## src/rtl/pipeline_hazard_ctrl.sv

```systemverilog
// Stall/flush controller for the 5-stage pipeline: load-use detection, branch
// resolution from EX/MEM, multi-cycle data-memory freeze and perf counters.
module pipeline_hazard_ctrl #(
  parameter int unsigned MEM_TIMEOUT = 64,
  parameter int unsigned CNT_W       = 32
) (
  input  logic             clk,
  input  logic             rst_n,
  input  logic [4:0]       id_rs1,
  input  logic [4:0]       id_rs2,
  input  logic             ex_MemRead,
  input  logic [4:0]       ex_rd,
  input  logic             mem_Branch,
  input  logic             mem_Zero,
  input  logic             mem_is_greater,
  input  logic [3:0]       mem_funct,
  input  logic             mem_MemRead,
  input  logic             mem_MemWrite,
  input  logic             dmem_ack,
  output logic             dmem_req,
  output logic             pc_write,
  output logic             if_id_write,
  output logic             id_ex_write,
  output logic             ex_mem_write,
  output logic             if_id_flush,
  output logic             id_ex_flush,
  output logic             ex_mem_flush,
  output logic             pc_src,
  output logic             mem_timeout,
  output logic [CNT_W-1:0] stall_count,
  output logic [CNT_W-1:0] flush_count
);

  localparam int unsigned    WCW   = (MEM_TIMEOUT > 1) ? $clog2(MEM_TIMEOUT) : 1;
  localparam logic [WCW-1:0] WLAST = WCW'(MEM_TIMEOUT - 1);

  typedef enum logic {
    RUN      = 1'b0,
    MEM_WAIT = 1'b1
  } state_e;

  state_e           state_q, state_d;
  logic [WCW-1:0]   wcnt_q, wcnt_d;
  logic             timeout_q, timeout_d;
  logic [CNT_W-1:0] stall_q, stall_d;
  logic [CNT_W-1:0] flush_q, flush_d;

  logic timeout_hit;
  logic mem_stall;
  logic br_taken;
  logic load_use;

  always_ff @(posedge clk or negedge rst_n) begin
    if (!rst_n) begin
      state_q   <= RUN;
      wcnt_q    <= '0;
      timeout_q <= 1'b0;
      stall_q   <= '0;
      flush_q   <= '0;
    end else begin
      state_q   <= state_d;
      wcnt_q    <= wcnt_d;
      timeout_q <= timeout_d;
      stall_q   <= stall_d;
      flush_q   <= flush_d;
    end
  end

  // Hazard detection
  always_comb begin
    dmem_req = mem_MemRead | mem_MemWrite;
    // An ack on the final wait cycle wins over the timeout.
    timeout_hit = (state_q == MEM_WAIT) && dmem_req && !dmem_ack && (wcnt_q == WLAST);
    mem_stall   = dmem_req && !dmem_ack && !timeout_hit;

    br_taken = 1'b0;
    if (mem_Branch) begin
      casez (mem_funct)
        4'b?000: br_taken = mem_Zero;
        4'b?001: br_taken = !mem_Zero;
        4'b?100: br_taken = !mem_is_greater && !mem_Zero;
        4'b?101: br_taken = mem_is_greater || mem_Zero;
        default: br_taken = 1'b0;
      endcase
    end

    load_use = ex_MemRead && (ex_rd != 5'd0) && ((ex_rd == id_rs1) || (ex_rd == id_rs2));
  end

  // Pipeline register control, in priority order
  always_comb begin
    pc_write     = 1'b1;
    if_id_write  = 1'b1;
    id_ex_write  = 1'b1;
    ex_mem_write = 1'b1;
    if_id_flush  = 1'b0;
    id_ex_flush  = 1'b0;
    ex_mem_flush = 1'b0;
    pc_src       = 1'b0;
    if (mem_stall) begin
      pc_write     = 1'b0;
      if_id_write  = 1'b0;
      id_ex_write  = 1'b0;
      ex_mem_write = 1'b0;
    end else if (br_taken) begin
      pc_src       = 1'b1;
      if_id_flush  = 1'b1;
      id_ex_flush  = 1'b1;
      ex_mem_flush = 1'b1;
    end else if (load_use) begin
      pc_write     = 1'b0;
      if_id_write  = 1'b0;
      id_ex_flush  = 1'b1;
    end
  end

  // Next state, wait counter, sticky error and counters
  always_comb begin
    state_d   = state_q;
    wcnt_d    = '0;
    timeout_d = timeout_q | timeout_hit;
    stall_d   = stall_q;
    flush_d   = flush_q;

    unique case (state_q)
      RUN: begin
        if (mem_stall) state_d = MEM_WAIT;
      end
      MEM_WAIT: begin
        // Leaves on ack, on timeout, or if the request is withdrawn.
        if (mem_stall) wcnt_d = wcnt_q + 1'b1;
        else           state_d = RUN;
      end
      default: state_d = RUN;
    endcase

    if ((mem_stall || (load_use && !br_taken)) && (stall_q != '1))
      stall_d = stall_q + 1'b1;
    if (!mem_stall && br_taken && (flush_q != '1))
      flush_d = flush_q + 1'b1;
  end

  assign mem_timeout = timeout_q;
  assign stall_count = stall_q;
  assign flush_count = flush_q;

endmodule

```

## config.mk

```make
export PLATFORM = sky130hd
export DESIGN_NAME = pipeline_hazard_ctrl
export DESIGN_NICKNAME = d
export VERILOG_FILES = /design/src/rtl/pipeline_hazard_ctrl.sv
export SDC_FILE = /design/constraint.sdc
export NUM_CORES = 1
export LEC_CHECK = 0
export CORE_ASPECT_RATIO = 1.2
export CORE_UTILIZATION = 52
export DETAILED_ROUTE_END_ITERATION = 12
export PLACE_DENSITY = 0.92
export SYNTH_ARGS = -nofsm -noshare
export SYNTH_HDL_FRONTEND = slang
export SYNTH_SLANG_ARGS = --single-unit
```

## constraint.sdc

```tcl
create_clock -name clk -period 3.5 [get_ports clk]
set_clock_uncertainty 0.05 [all_clocks]
set_input_delay 0.7 -clock clk [delete_from_list [all_inputs] [get_ports clk]]
set_output_delay 0.7 -clock clk [all_outputs]
set_load 0.05 [all_outputs]
```

==> results of run 1 <==
## metal layers
layer,wire [um],GRT usage,part of all wire
met5,0,0,0
met4,171,0.111,0.021
met3,396,0.0429,0.048
met2,4240,0.412,0.52
met1,3380,0.278,0.41
## synthesized netlist by cell type, types with 2 or more instances
| cell | number |
|---|---|
| dfrtp_1 | 72 |
| xnor2_1 | 41 |
| nand3_1 | 36 |
| xor2_1 | 33 |
| nand2_1 | 24 |
| nor3_1 | 23 |
| nor2_1 | 21 |
| nand4_1 | 19 |
| and3_1 | 17 |
| and4_1 | 10 |
| buf_4 | 6 |
| inv_1 | 4 |
| buf_2 | 3 |
| ha_1 | 3 |
| a21oi_1 | 2 |
| clkbuf_1 | 2 |
| mux2_1 | 2 |
| nor2b_1 | 2 |
| nor3b_1 | 2 |
| o21a_1 | 2 |
| o21bai_1 | 2 |
## where the power goes
| part | total [mW] | leakage (nW) | switching, mW | internal (mW) |
|---|---|---|---|---|
| logic | 0.793 | 1.04 | 0.511 | 0.282 |
| clock network | 0.701 | 0.0974 | 0.306 | 0.394 |
| registers | 1.05 | 0.941 | 0.123 | 0.926 |
## per-stage QoR
step                hold WS (ps)  cell area, um^2
CTS                          251             4960
global placement             394             4750
finish                       245             4960
detailed placement           410             4750
global route                 270             4960
floorplan                    354             3630
## final cells by class
cell class / count / area share
flip-flops and latches: 72 / 0.363
multi-input cells: 257 / 0.351
repair buffers: 104 / 0.219
clock buffers: 9 / 0.0250
well taps: 87 / 0.0220
clock inverters: 5 / 0.0169
inverters: 4 / 0.00303
## worst register-to-register path, cell delays in order (launching register included)
cell and delay (ps):
dfrtp_1 380, ha_1 190, and3_1 230, a41o_1 290, inv_1 140, a31oi_4 370, buf_4 370, nor2_1 160
mux2_1 320
## worst paths after layout
path | from | to
setup reg to reg | wcnt_q[0]$_DFF_PN0_ | stall_count[1]$_DFFE_PN0P_
max in group asynchronous | rst_n | stall_count[23]$_DFFE_PN0P_
min in group clk | wcnt_q[0]$_DFF_PN0_ | wcnt_q[0]$_DFF_PN0_
setup / recovery | ex_rd[2] | if_id_write
hold / removal | rst_n | flush_count[21]$_DFFE_PN0P_
hold reg to reg | wcnt_q[0]$_DFF_PN0_ | wcnt_q[0]$_DFF_PN0_
## registers in the layout (all words and copies together), names as in the netlist
name,flops
flush_count,32
stall_count,32
wcnt_q,6
state_q,1
mem_timeout,1
## cells by family (layout without fill, tap and decap cells)
family / Yosys count / in the layout / synth area share
AND/OR/NAND/NOR: 163 / 163 / 0.243
XOR/XNOR: 74 / 74 / 0.178
flip-flops: 72 / 72 / 0.496
buffers and inverters: 17 / 122 / 0.0252
AO/OA/AOI/OAI: 14 / 14 / 0.0376
adder cells (fa/ha/maj): 3 / 3 / 0.0103
multiplexers: 3 / 3 / 0.00930
==> out/metrics.csv, run 1 <==
stage,metric,value,unit
status,outcome,finished clean,
global_routing,antenna_found_initial,0,
logic_synthesis,syn_avg_cell_area,10.5,um^2
worst_setup_path,slowest_stage,or4_1,
logic_synthesis,yosys.area.top_type_share,0.496,
routing,ant_nets,0,
clock_network,cts_tree,built,
global_routing,grt_usage,0.235,
power_and_ir_drop,power_density,513,mW/mm^2
logic_synthesis,ys_seq_area_frac,0.496,
flow_run,max-cap-violations,0,
power_and_ir_drop,p_leak,2.08,nW
routing,dr.pass1.iters,4,
worst_setup_path,arrival,2520,ps
worst_setup_path,cp.required,2750,ps
global_routing,grt_pass1_vias,2903,
logic_synthesis,synth_ff_type,dfrtp_1,
floorplanning,io_pins,102,
final_layout,final_common_cell,clkdlybuf4s50_1,
timing,hold_viol,0,
timing,period_needed,3270,ps
worst_setup_path,start_kind,input pin,
worst_setup_path,worst-path-stages,5,
global_routing,grt_overflow,0,
routing,post_drt_via_cell_ratio,5.61,
floorplanning,die_w,78.3,um
placed_design,placedCellCount,524,
worst_setup_path,path_cells,clkdlybuf4s50_1 -> or4_1 -> o21a_1 -> a31oi_4 -> buf_12,
clock_network,cts_buffers,9,
timing,max_freq,0.306,GHz
worst_setup_path,path_delay_family,buffers and inverters,
clock_network,clockBufferDepth,2,
clock_network,cts-resized-gates,0,
timing,setup_violations,0,
final_layout,layout-area-overhead-vs-synth,36.5,%
final_layout,antenna_cells,0,
clock_network,hold_buffers,0,
clock_network,cts.sinks,72,
timing,rsz0062_at_grt,no,
placed_design,place_congestion,0.832,
timing,fin_tns_setup,0,ps
worst_setup_path,path_buf_inv,2,
worst_setup_path,r2r_cells,8,
logic_synthesis,synth-edff-count,0,
floorplanning,row_count,33,
floorplanning,die_h,93.5,um
routing,drtIter0Drc,124,
logic_synthesis,syn-cell-area,0.00363,mm^2
logic_synthesis,synth_top_area_cell,dfrtp_1,
logic_synthesis,syn-num-nets,377,
final_layout,multiInputGateArea,0.00174,mm^2
clock_network,postCtsSetupRepairBufs,0,
clock_network,clkTransAtPathRegs,80,ps
worst_setup_path,critPathKind,input pin to primary output,
floorplanning,fp.dieArea,0.00732,mm^2
global_routing,grt_max_degree,28,
final_layout,finalNetCount,479,
timing,tightest_slew,664,ps
logic_synthesis,yosysUniqueCellTypes,41,
floorplanning,start_util,0.533,
final_layout,drive_above_1_share,0.0776,
timing,setup_ws,232,ps
final_layout,fillCellCount,481,
timing,finalCritPeriodShare,0.934,
clock_network,clkLatencyLatePin,350,ps
clock_network,cts_root_buffer,clkbuf_8,
worst_setup_path,crit_fanout,7,
final_layout,finalNonFillerCells,538,
placed_design,place_ws,150,ps
worst_setup_path,endpoint_kind,primary output,
timing,final_max_slew_viol_count,0,
logic_synthesis,syn_inst,346,
logic_synthesis,yosysWarnings,0,
placed_design,hpwl,5990,um
final_layout,regArea,0.00180,mm^2
placed_design,portBuffers,100,
final_layout,most-common-layout-cells,"clkdlybuf4s50_1, dfrtp_1, xnor2_1",
power_and_ir_drop,power,2.54,mW
routing,routed_wl,8180,um
worst_hold_path,hold_path.class,input pin to asynchronous set/reset pin,
logic_synthesis,synth_area_leaders,"dfrtp_1, xnor2_1, xor2_1",
logic_synthesis,async_reset_ff_frac,1.00,
logic_synthesis,ys_ff_latch,72,
routing,wl_per_cell,15.2,um
global_routing,grt_pass1_wl,13400,um
final_layout,final_util,0.728,
routing,route.detailed.drc,0,
worst_setup_path,reg2reg_slack,880,ps
timing,max-slew-margin-rel,0.557,
routing,vias,3018,
floorplanning,core_area,0.00681,mm^2
power_and_ir_drop,ir_drop,0.386,mV
clock_network,htree_levels,3,
worst_setup_path,cp_slowest_stage_delay,530,ps
(Power assumes the default switching activity.)
==> inputs of run 2 (changes only) <==
--- a/config.mk
+++ b/config.mk
@@ -5,7 +5,7 @@
 export SDC_FILE = /design/constraint.sdc
 export NUM_CORES = 1
 export LEC_CHECK = 0
-export CORE_ASPECT_RATIO = 1.2
+export CORE_ASPECT_RATIO = 0.6
 export CORE_UTILIZATION = 52
 export DETAILED_ROUTE_END_ITERATION = 12
 export PLACE_DENSITY = 0.92
==> run 2 against run 1 <==
Via count down 0.40%. Sequential power about the same. Critical path depth unchanged. Final cell count down 0.19%. Flip-flop and latch count unchanged. Non-clock buffer count down 1. Cell area up 0.73%. Sequential share of layout area down 0.26 points. Core utilization up 1.7 points. Largest power group unchanged. Highest routed layer unchanged.
==> out/metrics.csv, run 2 (synthesis gave the netlist of run 1 again) <==
stage,metric,value,unit,change
status,outcome,finished clean,,
final_layout,most-common-layout-cells,"clkdlybuf4s50_1, dfrtp_1, xnor2_1",,
placed_design,placed_area,0.00472,mm^2,-0.69%
worst_hold_path,hold_path.class,flip-flop to flip-flop,,
worst_setup_path,arrival,2450,ps,-70 ps
floorplanning,die_h,66.7,um,-29%
final_layout,fillCellCount,459,,-4.6%
clock_network,postCtsSetupRepairBufs,0,,unchanged
final_layout,antenna_cells,0,,unchanged
timing,setup_ws,304,ps,+71.8 ps
floorplanning,fp.dieArea,0.00733,mm^2,+0.13%
global_routing,grt_pass1_vias,2968,,+2.2%
final_layout,final_common_cell,clkdlybuf4s50_1,,
timing,hold_viol,0,,unchanged
clock_network,htree_levels,3,,unchanged
timing,finalCritPeriodShare,0.913,,-0.0205
worst_setup_path,critPathKind,input pin to primary output,,
routing,drtIter0Drc,179,,+44%
routing,wl_per_cell,16.1,um,+6.2%
global_routing,grt_max_degree,38,,+36%
worst_setup_path,endpoint_kind,primary output,,
clock_network,cts_tree,built,,
clock_network,cts.sinks,72,,unchanged
timing,setup_violations,0,,unchanged
placed_design,portBuffers,100,,unchanged
timing,fin_tns_setup,0,ps,unchanged
floorplanning,row_count,23,,-30%
placed_design,place_congestion,0.811,,-2.5%
routing,post_drt_via_cell_ratio,5.60,,-0.21%
routing,dr.pass1.iters,4,,unchanged
routing,ant_nets,0,,unchanged
worst_setup_path,crit_fanout,3,,-4
power_and_ir_drop,p_leak,2.11,nW,+1.3%
clock_network,cts_root_buffer,clkbuf_16,,
placed_design,hpwl,6330,um,+5.6%
flow_run,max-cap-violations,0,,unchanged
global_routing,antenna_found_initial,0,,unchanged
routing,route.detailed.drc,0,,unchanged
timing,max_freq,0.313,GHz,+2.2%
timing,max-slew-margin-rel,0.425,,-0.132
timing,fin_hold_ws,408,ps,+164 ps
timing,rsz0062_at_grt,no,,
placed_design,place_ws,208,ps,+57.1 ps
power_and_ir_drop,power_density,542,mW/mm^2,+5.7%
clock_network,clkTransAtPathRegs,50,ps,-30 ps
clock_network,cts-resized-gates,0,,unchanged
worst_setup_path,start_kind,input pin,,
routing,vias,3006,,-0.40%
final_layout,finalNetCount,478,,-0.21%
floorplanning,die_w,110,um,+40%
timing,tightest_slew,862,ps,+198 ps
floorplanning,io_pins,102,,unchanged
global_routing,grt_overflow,0,,unchanged
routing,routed_wl,8670,um,+6.0%
power_and_ir_drop,ir_drop,0.440,mV,+14%
clock_network,hold_buffers,0,,unchanged
clock_network,clkLatencyLatePin,330,ps,-20 ps
timing,period_needed,3200,ps,-71.8 ps
floorplanning,core_area,0.00671,mm^2,-1.6%
final_layout,drive_above_1_share,0.0733,,-0.00427
final_layout,layout-area-overhead-vs-synth,37.5,%,
global_routing,grt_pass1_wl,14300,um,+7.0%
worst_setup_path,cp.required,2750,ps,about the same
final_layout,final_cell_area,0.00499,mm^2,+0.73%
power_and_ir_drop,power,2.71,mW,+6.5%
floorplanning,start_util,0.542,,+0.00855
global_routing,grt_usage,0.262,,+0.0269
timing,final_max_slew_viol_count,0,,unchanged
clock_network,clockBufferDepth,2,,unchanged
clock_network,cts_buffers,9,,unchanged
==> run 2: layer usage <==
metal,vias up,global-route usage,part of all wire
li1,1416,-,-
met1,1495,0.348,0.43
met2,93,0.426,0.49
met3,2,0.0861,0.074
met4,0,0.0417,0.0017
met5,-,0,0
==> run 2: cell type report <==
class / instances / area, um^2 / share of cell area
Tap cell: 87 / 109 / 0.0218
Inverter: 4 / 15.0 / 0.00301
Clock buffer: 10 / 229 / 0.0459
Sequential cell: 72 / 1800 / 0.361
Timing Repair Buffer: 103 / 1050 / 0.211
Multi-Input combinational cell: 257 / 1740 / 0.348
Clock inverter: 4 / 47.5 / 0.00952
==> run 2: final timing paths <==
check,depth (start not counted),startpoint,end,slack [ps]
max reg2reg,8,wcnt_q[0]$_DFF_PN0_,stall_count[1]$_DFFE_PN0P_,1010
min reg2reg,1,wcnt_q[0]$_DFF_PN0_,wcnt_q[0]$_DFF_PN0_,410
max in group asynchronous,2,rst_n,flush_count[25]$_DFFE_PN0P_,2270
min,1,wcnt_q[0]$_DFF_PN0_,wcnt_q[0]$_DFF_PN0_,410
min in group asynchronous,1,rst_n,wcnt_q[1]$_DFF_PN0_,440
max,5,ex_rd[1],if_id_write,300
==> run 2: where the power goes <==
group | internal (mW) | leakage, nW | switching [mW]
Clock | 0.541 | 0.134 | 0.321
Sequential | 0.928 | 0.941 | 0.126
Combinational | 0.280 | 1.03 | 0.512
==> run 2: critical path: stages <==
cell and delay, ps:
clkdlybuf4s50_1 480, or4_1 550, o21a_1 220, a31oi_4 310
buf_12 180
==> run 2: metrics by stage <==
step,instances,utilization
6_report,537,0.745
5_1_grt,537,0.745
4_1_cts,537,0.745
3_5_place_dp,523,0.703
3_3_place_gp,523,0.703
2_1_floorplan,346,-
==> variant 1 (flow settings as in run 1) <==
The parameter `MEM_TIMEOUT` goes from 64 to 32.
--- a/src/rtl/pipeline_hazard_ctrl.sv
+++ b/src/rtl/pipeline_hazard_ctrl.sv
@@ -3,3 +3,3 @@
 module pipeline_hazard_ctrl #(
-  parameter int unsigned MEM_TIMEOUT = 64,
+  parameter int unsigned MEM_TIMEOUT = 32,
   parameter int unsigned CNT_W       = 32
Formal check against the unedited RTL: same outputs for any inputs over 10 cycles, from zero or initial values and one cycle with rst_n low; that may be too few to reach the edited logic, so the function may still have changed.
==> variant 1 against run 1 <==
Setup slack got worse by 160 ps; register-to-register slack worse by 130 ps; area after synthesis is 0.52% lower; sequential cell count down 1; synthesized cell count increased by 0.29%; global-route usage rose by 2.6 points; wire length is 9.0% higher; non-clock buffer count up 2; utilization up 2.1 points; largest power group unchanged; power decreased by 16%; design area fell by 0.81%; clock power decreased by 18%; final cell count is the same; sequential power fell by 8%.
==> variant 1: results (changes against run 1) <==
status:
  outcome: "finished, final reports clean"
clock_tree:
  cts_h_tree_depth: 3  # unchanged
  clk_latency_ps: 340
  cts-buffers-inserted: 9  # unchanged
  clock_tree.buffer_depth: 2  # unchanged
  clock_tree.root_cell: "clkbuf_8"
  cts.reportedPaths.clkPinSlew_ps: 70
route:
  drtIter0Drc: 184  # +48%
  postRouteWirelength_mm: 8.918  # +9.0%
  detail_route.vias_per_cell: 5.719  # +2.0%
  first_pass_iters: 5  # +1
global_route:
  grt_max_degree: 45  # +61%
  first_global_vias: 3130  # +7.8%
  grt_pass1_wl_mm: 14.71  # +9.8%
  grt_antenna_before_repair: 0  # unchanged
  grt_usage: 0.2617  # +0.02623
synthesis:
  ys_top_cells_by_count: "71 x dfrtp_1, 68 x xnor2_1, 32 x nand3_1"
  post_synth_xor_area_fraction: 0.1770  # -0.001497
  synth-compound-area-share: 0.02459  # -0.01297
  synth_fp_nets: 379  # +0.53%
  syn-instance-count: 347  # +0.29%
  synth-main-ff-cell: "dfrtp_1"
  fraction_of_the_yosys_area_taken_by_sequential_cells: 0.4919  # -0.004349
  async_flop_share: 1.000  # unchanged
  synth_fa_ha_area_frac: 0.01386  # +0.003518
  synth_mux_area_frac: 0.009006  # -0.0002980
  yosys_warnings: 0  # unchanged
  count_of_cell_types_in_the_netlist: 41  # unchanged
  yosys-top-cells-area: "dfrtp_1 49%, xnor2_1 16%, nand4_1 5.4%"
finish:
  final-instance-count-excl-fill: 538  # unchanged
  proportion_of_layout_cells_with_a_drive_suffix_above_1: 0.08389  # +0.006280
  num-fill-cells: 456  # -5.2%
  final_net_count: 482  # +0.63%
  n_antenna_cell: 0  # unchanged
critical_path:
  ff2ff_path_depth: 9  # +1
  timing.critical_path.fanout_max: 3  # -4
  timing.rr.start: "wcnt_q[0]"
  regToRegEndpoint: "flush_count[26]"
  crit_start: "mem_funct[2]"
  r2r_slack_ps: 750  # -130 ps
  worstSetupEndpoint: "pc_write"
  cp_data_arrival_time_ps: 2680  # +160 ps
min_path:
  timing.hold.worst.class: "in -> async"
power:
  p_leak_nw: 2.005  # -3.6%
  powerDensity_nw_per_um2: 436.7  # -15%
  vdd.ir_drop.worst_uv: 470.6  # +22%
sta:
  period_utilization: 0.9807  # +0.04706
  tightestPinTransition_ps: 606.3  # -57.58 ps
placement:
  dp_hpwl_mm: 6.437  # +7.4%
  gp_congestion: 0.7889  # -5.2%
  portBuffers: 100  # unchanged
  dp_cells: 524  # unchanged
  detailedPlace.worstSlack_ps: 55.98  # -94.49 ps
[variant 1: cell count changes after synthesis, sizes merged, moves of 3 or more]
cell	before	now
xnor2	41	68
buf	10	6
nand4	19	31
nand3	36	32
nand2	24	29
inv	4	7
clkbuf	3	8
xor2	33	5
and2	1	6
or4	1	4
nor2	21	16
nor3	24	5
[variant 1: kinds of logic after synthesis]
logic type / count (synthesis)
and+or+nand+nor: 164
adders and majority gates: 4
DFF: 71
buffers and inverters: 21
xor gates and xnor gates: 73
muxes: 3
AOI/OAI and AO/OA: 11
[variant 1: how the worst min path moves through the flow]
stage | start | to | slack, ps | cells after the start
finish | rst_n | flush_count[29] | 320 | 2
global route | rst_n | flush_count[31] | 340 | 2
CTS | rst_n | flush_count[22] | 320 | 2
detailed placement | wcnt_q[0] | wcnt_q[0] | 410 | 1
global placement | wcnt_q[0] | wcnt_q[0] | 400 | 1
floorplan | rst_n | flush_count[0] | 350 | 0
[variant 1: layout make-up]
cell class / count / share of cell area
Sequential cell: 71 / 0.3613
Multi-Input combinational cell: 255 / 0.3537
Timing Repair Buffer: 106 / 0.2239
Clock buffer: 13 / 0.03232
Tap cell: 85 / 0.02163
Inverter: 7 / 0.006107
Clock inverter: 1 / 0.001018
[variant 1: through the flow]
| step | cell area (um2) | util | power [mW] |
|---|---|---|---|
| 6_report | 4917 | 0.7489 | 2.148 |
| 5_1_grt | 4917 | 0.7489 | 2.230 |
| 4_1_cts | 4913 | 0.7483 | 2.156 |
| 3_5_place_dp | 4750 | 0.7233 | 1.585 |
| 3_3_place_gp | 4750 | 0.7233 | 1.571 |
| 2_1_floorplan | 3612 | - | 1.347 |
[variant 1: power by group]
part / switching (mW) / leakage, nW / internal [mW] / total, mW
Sequential: 0.0856 / 0.958 / 0.881 / 0.967
Combinational: 0.380 / 0.961 / 0.226 / 0.607
Clock: 0.286 / 0.0854 / 0.288 / 0.574
[variant 1: metal layers]
layer | track usage | up-vias | part of all wire
li1 | - | 1426 | -
met1 | 0.2995 | 1557 | 0.41
met2 | 0.4700 | 81 | 0.52
met3 | 0.05561 | 13 | 0.053
met4 | 0.1096 | 0 | 0.015
met5 | 0 | - | 0
[variant 1: critical path, stage by stage]
cell and delay, ps:
clkdlybuf4s50_1 480, nor3b_1 280, nor3_1 90, or4_4 520
a31o_2 230, inv_1 190, buf_12 170
[variant 1: repair_timing]
action,4_1_cts,5_1_grt
gates resized for setup,0,1
setup endpoints to repair,0,3
setup buffers,0,0
==> variant 2 (settings of run 1) <==
Without the edit above. Put one more register stage on the output `flush_count`, with the module's reset. The value now appears one clock later. The other outputs are not delayed to match.
--- a/src/rtl/pipeline_hazard_ctrl.sv
+++ b/src/rtl/pipeline_hazard_ctrl.sv
@@ -144,3 +144,9 @@
   assign stall_count = stall_q;
-  assign flush_count = flush_q;
+  always_ff @(posedge clk or negedge rst_n) begin
+    if (!rst_n) begin
+      flush_count <= '0;
+    end else begin
+      flush_count <= flush_q;
+    end
+  end
 
Check against the original RTL: not equivalent (a bounded check fails within 4 cycles, from zero or initial values and one cycle with rst_n low).
==> variant 2 against run 1 <==
Register-to-register slack gained 70 ps; highest routed layer unchanged; final cell count is 14% higher; fmax decreased by 1.1%; largest cell class unchanged; design area is 19% higher; die area increased by 25%; non-clock buffer count is 2 higher; power is 13% higher; utilization shrank 3.3 points; wire length up 11%; combinational power fell by 5.5%; area after synthesis is 25% higher; sequential cell count up 32; setup slack got worse by 37 ps.
==> variant 2: results (changes against run 1) <==
critical_path:
  r2r_slack_ps: 950  # +70 ps
  cp_data_arrival_time_ps: 2560  # +40 ps
  crit_start: "mem_funct[2]"
  timing.critical_path.fanout_max: 9  # +2
  cp_top_family: "compound AO/OA/AOI/OAI gates"
  critPathMaxStageDelay_ps: 460  # -70 ps
  worstSetupEndpoint: "pc_src"
  ff2ff_path_depth: 7  # -1
power:
  p_leak_nw: 2.546  # +22%
  vdd.ir_drop.worst_uv: 464.9  # +20%
status:
  outcome: "finished, final reports clean"
placement:
  dp_cells: 599  # +14%
  dp_hpwl_mm: 6.749  # +13%
synthesis:
  count_of_cell_types_in_the_netlist: 52  # +27%
  synth_fp_nets: 419  # +11%
  yosys-top-cells-area: "dfrtp_1 57%, xor2_1 7.1%, xnor2_1 6.9%"
finish:
  final-instance-count-excl-fill: 615  # +14%
  num-fill-cells: 638  # +33%
global_route:
  first_global_vias: 3435  # +18%
  grt_max_degree: 57  # +100%
route:
  postRouteWirelength_mm: 9.068  # +11%
  drtIter0Drc: 136  # +9.7%
  detail_route.vias_per_cell: 5.405  # -3.7%
sta:
  postLayoutSetupSlackWorst_ps: 195.0  # -37.14 ps
clock_tree:
  cts.reportedPaths.clkPinSlew_ps: 100  # +20 ps
variant 2: cell count changes after synthesis, sizes merged, moves of 4 or more:
cell,delta
dfrtp,+32
nand3,-11
and3,-10
nand2,+10
nor3,-10
nor4,+10
nor2,+6
and4,-5
inv,+5
xnor2,-5
nor4b,+4
xor2,+4
variant 2: metrics by stage:
step                utilization  hold slack, ps  total power, mW  cell area (um2)
finish                   0.6942           290.6            2.865             5913
floorplan                     -           324.4            1.896             4543
CTS                      0.6942           301.2            2.892             5913
global route             0.6942           334.1            2.992             5913
detailed placement       0.6724           350.6            2.196             5728
global placement         0.6724           347.6            2.173             5728
variant 2: power breakdown:
group | internal, mW | switching [mW] | total [mW]
registers | 1.30 | 0.121 | 1.43
clock network | 0.272 | 0.418 | 0.691
logic | 0.275 | 0.474 | 0.749
total | 1.85 | 1.01 | 2.86
variant 2: final cells by class:
type | count | share of cell area
sequential | 104 | 0.4401
multi-input combinational | 263 | 0.3094
timing repair buffer | 106 | 0.1887
tap | 117 | 0.02476
clock buffer | 9 | 0.02095
clock inverter | 7 | 0.01037
inverter | 9 | 0.005713
variant 2: routing by layer:
| metal | vias up | global-route usage | wire (um) |
|---|---|---|---|
| met5 | - | 0 | 0 |
| met4 | 0 | 0.09251 | 229 |
| met3 | 22 | 0.04762 | 492 |
| met2 | 124 | 0.3661 | 4747 |
| met1 | 1619 | 0.2679 | 3599 |
| li1 | 1559 | - | - |
variant 2: cells by family (layout without fill, tap and decap cells):
logic type,Yosys count,in the layout,synth area share
adders and majority gates,3,3,0.008263
DFF,104,104,0.5728
buffers and inverters,21,131,0.02451
AOI/OAI and AO/OA,15,15,0.03966
muxes,4,4,0.01074
and+or+nand+nor,168,168,0.2033
xor gates and xnor gates,73,73,0.1407
